## config.mk

```make
export PLATFORM = sky130hd
export DESIGN_NAME = pio_edge_capture
export DESIGN_NICKNAME = d
export VERILOG_FILES = /design/src/rtl/pio_edge_capture.sv
export SDC_FILE = /design/constraint.sdc
export NUM_CORES = 1
export LEC_CHECK = 0
export BUFFER_PORTS_ARGS = -buffer_cell sky130_fd_sc_hd__buf_2
export CORE_MARGIN = 2
export CORE_UTILIZATION = 52
export CTS_CLUSTER_DIAMETER = 40
export DETAILED_ROUTE_END_ITERATION = 7
export GPL_TIMING_DRIVEN = 0
export PLACE_DENSITY = 0.9
export RECOVER_POWER = 25
export REMOVE_ABC_BUFFERS = 1
export SLEW_MARGIN = 20
export SYNTH_ARGS = -nofsm -noshare
export SYNTH_HDL_FRONTEND = slang
export SYNTH_SLANG_ARGS = --single-unit
export TNS_END_PERCENT = 50
```

## constraint.sdc

```tcl
create_clock -name clk -period 1.7 [get_ports clk]
set_input_delay 0.34 -clock clk [delete_from_list [all_inputs] [get_ports clk]]
set_output_delay 0.34 -clock clk [all_outputs]
set_load 0.005 [all_outputs]
```

## src/rtl/pio_edge_capture.sv

```systemverilog
// rtl/pio_edge_capture.sv - Avalon-MM GPIO with synchronised inputs, edge capture, IRQ and output register.
// Optional macro PIO_BITSET_EN adds outset (address 4) and outclear (address 5) writes.
module pio_edge_capture #(
  parameter int unsigned           WIDTH       = 16,
  parameter int unsigned           SYNC_STAGES = 2,
  parameter int unsigned           EDGE_TYPE   = 0,
  parameter int unsigned           IRQ_TYPE    = 0,
  parameter logic [WIDTH-1:0]      RESET_OUT   = '0
) (
  input  logic             clk,
  input  logic             reset,
  input  logic [2:0]       address,
  input  logic             chipselect,
  input  logic             write_n,
  input  logic [31:0]      writedata,
  output logic [31:0]      readdata,
  input  logic [WIDTH-1:0] in_port,
  output logic [WIDTH-1:0] out_port,
  output logic             irq
);

  localparam logic [2:0] PRIME_MAX = 3'(SYNC_STAGES + 1);

  logic [SYNC_STAGES-1:0][WIDTH-1:0] sync_q, sync_d;
  logic [WIDTH-1:0] prev_q, prev_d;
  logic [WIDTH-1:0] mask_q, mask_d;
  logic [WIDTH-1:0] cap_q, cap_d;
  logic [WIDTH-1:0] out_q, out_d;
  logic [31:0]      rd_q, rd_d;
  logic             irq_q, irq_d;
  logic [2:0]       prime_q, prime_d;

  logic [WIDTH-1:0] sync_in;
  logic [WIDTH-1:0] wdata;
  logic [WIDTH-1:0] rise, fall, edge_hit;
  logic             wr;
  logic             unused_wdata;

  assign sync_in      = sync_q[SYNC_STAGES-1];
  assign wdata        = writedata[WIDTH-1:0];
  assign wr           = chipselect & ~write_n;
  assign rise         = sync_in & ~prev_q;
  assign fall         = ~sync_in & prev_q;
  assign unused_wdata = ^writedata;

  always_comb begin
    sync_d    = sync_q;
    sync_d[0] = in_port;
    for (int i = 1; i < int'(SYNC_STAGES); i++) begin
      sync_d[i] = sync_q[i-1];
    end
    prev_d  = sync_in;
    prime_d = (prime_q == PRIME_MAX) ? prime_q : prime_q + 3'd1;
  end

  // Until the chain and prev have settled after reset, any apparent edge is stale.
  always_comb begin
    edge_hit = '0;
    if (prime_q == PRIME_MAX) begin
      case (EDGE_TYPE)
        0:       edge_hit = rise;
        1:       edge_hit = fall;
        default: edge_hit = rise | fall;
      endcase
    end
  end

  always_comb begin
    mask_d = mask_q;
    out_d  = out_q;
    cap_d  = cap_q;
    if (wr && address == 3'd0) out_d  = wdata;
    if (wr && address == 3'd2) mask_d = wdata;
    if (wr && address == 3'd3) cap_d  = cap_q & ~wdata;
`ifdef PIO_BITSET_EN
    if (wr && address == 3'd4) out_d = out_q | wdata;
    if (wr && address == 3'd5) out_d = out_q & ~wdata;
`endif
    // A fresh edge overrides a same-cycle clear.
    cap_d = cap_d | edge_hit;
  end

  always_comb begin
    rd_d = '0;
    case (address)
      3'd0:    rd_d[WIDTH-1:0] = sync_in;
      3'd1:    rd_d[WIDTH-1:0] = out_q;
      3'd2:    rd_d[WIDTH-1:0] = mask_q;
      3'd3:    rd_d[WIDTH-1:0] = cap_q;
      default: rd_d = '0;
    endcase
    irq_d = (IRQ_TYPE == 0) ? |(sync_in & mask_q) : |(cap_q & mask_q);
  end

  always_ff @(posedge clk) begin
    if (reset) begin
      sync_q  <= '0;
      prev_q  <= '0;
      mask_q  <= '0;
      cap_q   <= '0;
      out_q   <= RESET_OUT;
      rd_q    <= '0;
      irq_q   <= 1'b0;
      prime_q <= '0;
    end else begin
      sync_q  <= sync_d;
      prev_q  <= prev_d;
      mask_q  <= mask_d;
      cap_q   <= cap_d;
      out_q   <= out_d;
      rd_q    <= rd_d;
      irq_q   <= irq_d;
      prime_q <= prime_d;
    end
  end

  assign readdata = rd_q;
  assign out_port = out_q;
  assign irq      = irq_q;

endmodule

```

# Word-level counts from Yosys, hierarchy flattened
# Cells that the tools add are included.
# Widths: inputs -> output; s select.
[op_classes] n_reduce_logical=5 add_sub_neg=1 muxes=3 bitwise_logic=8 eq_ne=4
[ops] op="$pmux 16 s4" count=1
[ops] op="$and 16x16->16" count=3
[ops] op="$mux 16" count=2
[ops] op="$not 16->16" count=2
[ops] op="$or 16x16->16" count=1
[ops] op="$reduce_or 16->1" count=1
[ops] op="$eq 3x2->1 const B" count=3
[ops] op="$add 3x1->3 const B" count=1
[ops] op="$eq 3x1->1 const B" count=1
[ops] op="$logic_and 1x1->1" count=3
[ops] op="$logic_not 3->1" count=1
[ops] op="$and 1x1->1" count=1
[ops] op="$not 1->1" count=1
[word_totals] reg_bits=132 inputBits=55

# Logic depth before layout (Yosys ltp)
# Gate-level depths: netlist of run 1.
[logic_depth] depth_word=5 depth_mapped=7 ltp_nobuf=6

# Worst setup path after synthesis of run 1
# No wires, ideal clock.
[synth_path] kind="in2reg" start="in chipselect" end="reg mask_q[10]" n_path_buf=2 arrival_ns=1.256 required_time_ns=1.568 setup_slack_ns=0.312 stages=6 cell_sequence="nor2b_1 -> clkbuf_1 -> nand2_1 -> clkbuf_1 -> nand2_1 -> a21oi_1"
[synth_between] elab_chain_len=2
[synth_rtl] element="from (decl)" line_no="13" source="input logic chipselect,"
[synth_rtl] element="$and 1x1->1" line_no="41" source="assign wr = chipselect & ~write_n;"
[synth_rtl] element="$logic_and 1x1->1" line_no="73" source="if (wr && address == 3'd2) mask_d = wdata;"
[synth_rtl] element="to (signal assigned)" line_no="108" source="mask_q <= mask_d;"
[synth_rtl] element="to (decl)" line_no="26" source="logic [WIDTH-1:0] mask_q, mask_d;"
# No other way between the ends.
# A chain may end at the register's enable or synchronous reset.

# Worst setup path in the final report of run 1
[layout_path] start="reg prime_q[0]" end="reg cap_q[0]"
[layout_between] elab_chain_len=3
[layout_rtl] element="from (decl)" line_no="31" source="logic [2:0] prime_q, prime_d;"
[layout_rtl] element="from (signal assigned)" line_no="113" source="prime_q <= prime_d;"
[layout_rtl] element="$eq 3x2->1" line_no="59" source="if (prime_q == PRIME_MAX) begin"
[layout_rtl] element="$mux 16" line_no="59"
[layout_rtl] element="$or 16x16->16" line_no="80" source="cap_d = cap_d | edge_hit;"
[layout_rtl] element="to (signal assigned)" line_no="109" source="cap_q <= cap_d;"
[layout_rtl] element="to (decl)" line_no="27" source="logic [WIDTH-1:0] cap_q, cap_d;"
# No other way between the ends.

==> results_dict.tcl, run 1 <==
set metrics [dict create \
    outcome "complete, no violations" \
    met3_usage 0.104 \
    yosysTopAreaCellShare 0.555 \
    vias 3683 \
    cp_data_arrival_time_ns 2.03 \
    critPathMaxFanout 20 \
    io_buffers 71 \
    regToRegSetupSlack_ns 0.11 \
    ys_ff_latch 116 \
    first_iter_violations 419 \
    min_period_ns 1.59 \
    synth_edf_count 0 \
    hold_viol 0 \
    netlist_area_sq_um 4180 \
    final-setup-viol-count 0 \
    max_freq_mhz 631 \
    clkSlewWorstSetupHoldPaths_ns 0.06 \
    wirelength_um 11000 \
    ys_seq_area_frac 0.555 \
    drive_above_1_share 0.220 \
    dieArea_sq_um 8780 \
    dp_hpwl_um 6120 \
    grt_pass1_vias 3672 \
    core_area_sq_um 7770 \
    path_cells "ha_1 -> ha_2 -> nand2_1 -> nor2_1 -> a21oi_1 -> nor2_1" \
    synth_flop_cell "dfxtp_1" \
    antenna_found_initial 0 \
    yosysMostFrequentCell "dfxtp_1" \
    place_congestion 0.815 \
    drc_errors 0 \
    clkLatencyLatePin_ns 0.53 \
    maxCapViolCount 0 \
    power_w 0.00678 \
    power_density_nw_per_um2 1310 \
    cts_sinks 116 \
    required_ns 2.15 \
    ir_drop_v 0.000889 \
    synth_common_cells "dfxtp_1 (116), nand2_1 (79), a21oi_1 (62)" \
    yosysUniqueCellTypes 28 \
    use_met1 0.287 \
    htree_levels 4 \
    yosys_warnings 0 \
    overflow 0 \
    syn_avg_cell_area_sq_um 9.05 \
    finalNetCount 585 \
    max_stage_delay_ns 0.50 \
    rows 32 \
    cts_buffers 17 \
    grt_setup_unrepaired "no" \
    diodes 0 \
    hold_class "in -> reg" \
    worst-path-buf-inv 0 \
    grt_max_degree 64 \
    synth_top_area_cell "dfxtp_1" \
    syn2layout_area_growth_pct 24.1 \
    worstSetupPathType "reg -> reg" \
    grtUsageTotal 0.265 \
    use_met2 0.449 \
    period_share 0.933 \
    ant_nets 0 \
    syn_inst 462 \
    cts_buffer_depth 2 \
    start_kind "flop" \
    slew_violations 0 \
    pre_cts_ws_ns -0.662 \
    drt-pass1-iter-count 6 \
    tns_ns 0 \
    clockRootBuffer "clkbuf_8" \
    skew_ns 0.00523 \
    grt_pass1_wl_um 17500 \
    slew_headroom 0.397 \
    tightestPinTransition_ns 0.903 \
    post-route-util 0.668 \
    synth.area.top_cells "dfxtp_1 (56%), a21oi_1 (7.4%), nor2b_1 (7.3%)" \
    cp_slowest_cell "ha_2" \
    crit_family "adder cells" \
    crit_top_cell "nor2_1" \
    endpoint_kind "flop" \
    wl_per_cell_um 17.1 \
    dieWidth_um 93.7 \
    start_util 0.538 \
    p_leak_nw 2.06 \
    hold_buffers 0 \
    die_y_um 93.7 \
    cts_tree "yes" \
    top_usage_layer "met2" \
    async_flop_share 0 \
    boundaryPins 104 \
    worst_slack_ns 0.115 \
    vias_per_cell 5.73 \
]
[cell usage in the layout (no fill, tap or decap), drive strengths merged]
| cell type | Yosys | layout |
|---|---|---|
| a31oi | 1 | 1 |
| a32oi | 3 | 3 |
| nand2 | 79 | 79 |
| conb | 1 | 16 |
| nor2b | 49 | 49 |
| xor2 | 1 | 1 |
| mux2i | 1 | 1 |
| inv | 4 | 4 |
| ha | 2 | 2 |
| clkbuf | 16 | 24 |
| and3 | 1 | 1 |
| a221oi | 3 | 3 |
| a22o | 3 | 3 |
| nor3b | 2 | 2 |
| and2 | 2 | 2 |
| a21oi | 62 | 62 |
| and3b | 1 | 1 |
| a22oi | 34 | 34 |
| bufinv | 0 | 3 |
| buf | 30 | 77 |
| nand3 | 16 | 16 |
| nor3 | 1 | 1 |
| or2 | 1 | 1 |
| clkinv | 0 | 4 |
| clkinvlp | 0 | 2 |
| dfxtp | 116 | 116 |
| nor2 | 33 | 33 |
[metrics by stage]
stage / std cells / area (sq um) / hold WS, ns
after global placement: 604 / 4460 / 0.416
after CTS: 638 / 5130 / 0.00858
after detailed placement: 606 / 4520 / 0.423
after global routing: 643 / 5190 / 0.0126
after floorplan: 431 / 3970 / 0.409
final: 643 / 5190 / 0.0202
[where the power goes]
part,switching [W],internal [W]
clock,0.00120,0.00238
sequential,0.0000461,0.00280
combinational,0.000222,0.000135
total,0.00147,0.00531
[layout make-up]
type / instances / area (sq um)
Fill cell: 566 / 2580
Sequential cell: 116 / 2320
Multi-Input combinational cell: 311 / 1660
Clock buffer: 23 / 477
Timing Repair Buffer: 78 / 460
Tap cell: 102 / 128
Clock inverter: 9 / 125
Inverter: 4 / 15.0
[routing by layer]
layer,part of all wire,vias up
met1,0.38,1715
met2,0.50,256
met3,0.093,51
li1,-,1661
met5,0,-
met4,0.032,0
[worst paths after layout]
check,startpoint,cells after the start,to
worst min register to register,sync_d[19],1,prev_d[3]
worst max register to register,prime_q[0],6,cap_q[0]
worst max-delay path,prime_q[0],6,cap_q[0]
worst min-delay path,in_port[13],2,sync_d[29]
[worst reg2reg max path: cells and delay by family (launching register included)]
family                     cells  cell delay (ns)
DFF                            1             0.35
adders and majority gates      2             0.67
AOI/OAI and AO/OA              1             0.07
and+or+nand+nor                3             0.42
[what timing repair did]
action | CTS | global route
endpoints found under the setup margin | 39 | 19
setup buffers | 0 | 5
pin swaps | 0 | 1
gates cloned | 0 | 0
resized for setup | 5 | 0
[flip-flops by register name, indices dropped and copies added, names as in the netlist]
register  count
sync_d       16
prev_q       16
cap_q        16
prev_d       16
irq           1
prime_q       3
out_port     16
mask_q       16
readdata     16
[cells by family after synthesis]
group,Yosys count,synth area share
AO/OA/AOI/OAI,106,0.156
XOR/XNOR,1,0.00209
adder cells (fa/ha/maj),2,0.00598
buffers and inverters,50,0.0670
flip-flops,116,0.555
multiplexers,1,0.00239
other,1,0.000897
AND/OR/NAND/NOR,185,0.211
(Power assumes the default switching activity.)
==> run 2: changes to the inputs <==
--- a/config.mk
+++ b/config.mk
@@ -6,12 +6,14 @@
 export NUM_CORES = 1
 export LEC_CHECK = 0
 export BUFFER_PORTS_ARGS = -buffer_cell sky130_fd_sc_hd__buf_2
+export CELL_PAD_IN_SITES_DETAIL_PLACEMENT = 1
+export CELL_PAD_IN_SITES_GLOBAL_PLACEMENT = 2
 export CORE_MARGIN = 2
-export CORE_UTILIZATION = 52
+export CORE_UTILIZATION = 31
 export CTS_CLUSTER_DIAMETER = 40
 export DETAILED_ROUTE_END_ITERATION = 7
 export GPL_TIMING_DRIVEN = 0
-export PLACE_DENSITY = 0.9
+export PLACE_DENSITY_LB_ADDON = 0.1
 export RECOVER_POWER = 25
 export REMOVE_ABC_BUFFERS = 1
 export SLEW_MARGIN = 20
==> results_dict.tcl, run 2 (synthesized netlist as in run 1, its figures left out) <==
set metrics [dict create \
    grt_pass1_vias 3483 \
    dp.cells 682 \
    clkLatencyLatePin_ns 0.41 \
    fill_cells 1549 \
    slew_headroom 0.502 \
    hold_buffers 0 \
    drt-pass1-iter-count 4 \
    min_period_ns 1.58 \
    cp_slowest_cell "nor2b_2" \
    design_area_sq_um 5220 \
    critPathMaxFanout 16 \
    reg2reg_from "prime_q[0]" \
    r2r_end "cap_q[3]" \
    pwr-share-clk 0.508 \
    period_share 0.931 \
    crit_family "simple AND/OR/NAND/NOR gates" \
    diodes 0 \
    wirelength_um 11800 \
    maxCapViolCount 0 \
    final_common_cell "dfxtp_1" \
    cts_sinks 116 \
    place_congestion 0.708 \
    p_leak_nw 2.04 \
    htree_levels 4 \
    slew_violations 0 \
    clkSlewWorstSetupHoldPaths_ns 0.05 \
    finalNetCount 584 \
    crit_end "out_port[14]" \
    critPathLaunch "write_n" \
    first_iter_violations 216 \
    syn2layout_area_growth_pct 24.8 \
    netSwitchingFraction 0.221 \
    skew_ns 0.00474 \
    io_buffers 71 \
    antenna_found_initial 0 \
    overflow 0 \
    ir_drop_v 0.000617 \
    post-route-util 0.396 \
    dieWidth_um 120 \
    cts_buffers 17 \
    wl_per_cell_um 16.4 \
    placed_area_sq_um 4640 \
    hold_class "in -> reg" \
    regToRegSetupSlack_ns 0.22 \
    ant_nets 0 \
    boundaryPins 104 \
    start_util 0.317 \
    power_frac_comb 0.053 \
    dieArea_sq_um 14400 \
    worstSetupPathType "in -> reg" \
    core_area_sq_um 13200 \
    reg2reg_depth 6 \
    vias 3415 \
    switchingPower_w 0.00143 \
    rows 42 \
    grtUsageTotal 0.174 \
    cellInternalPower_w 0.00506 \
    max_stage_delay_ns 0.58 \
    tightestPinTransition_ns 0.744 \
    max_freq_mhz 632 \
    vias_per_cell 4.77 \
    grt_setup_unrepaired "no" \
    drive_above_1_share 0.213 \
    start_kind "input port" \
    cp_data_arrival_time_ns 1.85 \
    worst-path-buf-inv 1 \
    cts_buffer_depth 2 \
    endpoint_kind "flop" \
    drc_errors 0 \
    required_ns 1.97 \
    dp_hpwl_um 7200 \
    outcome "complete, no violations" \
    die_y_um 120 \
    multi_input_area_sq_um 1660 \
    clockRootBuffer "clkbuf_16" \
    regArea_sq_um 2320 \
    instances_no_fill 716 \
    power_density_nw_per_um2 1240 \
    path_cells "buf_2 -> nor2b_2 -> nand2_2 -> nand2_1 -> a21oi_1" \
    final_cell_mix "dfxtp_1 (116), nand2_1 (77), buf_2 (70)" \
    final-setup-viol-count 0 \
    grt_max_degree 60 \
    cts_tree "yes" \
    hold_viol 0 \
    grt_pass1_wl_um 18700 \
    pwr-share-seq 0.438 \
    worst-path-stages 5 \
    power_w 0.00649 \
]
run 2: cell count changes in the layout (fill, tap and decap cells not counted), moves of 2 or more:
| cell | change |
|---|---|
| buf_12 | -2 |
| bufinv_16 | -3 |
| clkbuf_1 | +3 |
| clkbuf_8 | +2 |
| clkinvlp_4 | -2 |
run 2: timing repair:
item	CTS	global route
buffers inserted	2	0
resized for setup	4	2
setup endpoints to repair	51	18
run 2: power by group through the flow:
stage / Sequential (W) / Clock (W) / Combinational [W]
3_5_place_dp: 0.00290 / 0 / 0.000348
3_3_place_gp: 0.00290 / 0 / 0.000320
4_1_cts: 0.00285 / 0.00337 / 0.000354
5_1_grt: 0.00285 / 0.00351 / 0.000388
2_1_floorplan: 0.00289 / 0 / 0.000152
6_report: 0.00285 / 0.00330 / 0.000347
run 2: stage by stage:
| stage | hold slack [ns] | TNS [ns] | setup slack [ns] |
|---|---|---|---|
| floorplan | 0.409 | -3.06 | -0.108 |
| global placement | 0.417 | -103.31 | -1.88 |
| detailed placement | 0.426 | -28.34 | -0.876 |
| CTS | 0.121 | 0 | 0.0506 |
| global route | 0.135 | 0 | 0.0265 |
| finish | 0.134 | 0 | 0.117 |
run 2: routing by layer:
metal	GRT usage	routed length, um
met1	0.219	5470
met2	0.282	5620
met3	0.0499	555
met4	0.0640	124
met5	0	0
run 2: worst min path at each step:
| stage | startpoint | endpoint | slack [ns] | depth (start not counted) |
|---|---|---|---|---|
| 3_5_place_dp | sync_d[18] | prev_d[2] | 0.43 | 1 |
| 4_1_cts | in_port[9] | sync_d[25] | 0.12 | 2 |
| 5_1_grt | in_port[14] | sync_d[30] | 0.14 | 2 |
| 3_3_place_gp | sync_d[24] | prev_d[8] | 0.42 | 1 |
| 6_report | in_port[9] | sync_d[25] | 0.13 | 2 |
| 2_1_floorplan | reset | mask_q[0] | 0.41 | 1 |
run 2: area by class of cell:
| cell class | count | share of cell area |
|---|---|---|
| clock buffer | 29 | 0.104 |
| clock inverter | 3 | 0.00288 |
| inverter | 4 | 0.00288 |
| multi-input combinational | 311 | 0.319 |
| sequential | 116 | 0.445 |
| tap | 176 | 0.0422 |
| timing repair buffer | 77 | 0.0846 |
run 2: worst reg2reg max path, cell delays in order (launching register included):
cell	delay (ns)
dfxtp_1	0.35
ha_1	0.16
ha_2	0.53
nand2_1	0.11
nor2_1	0.12
a21oi_1	0.05
nor2_1	0.09
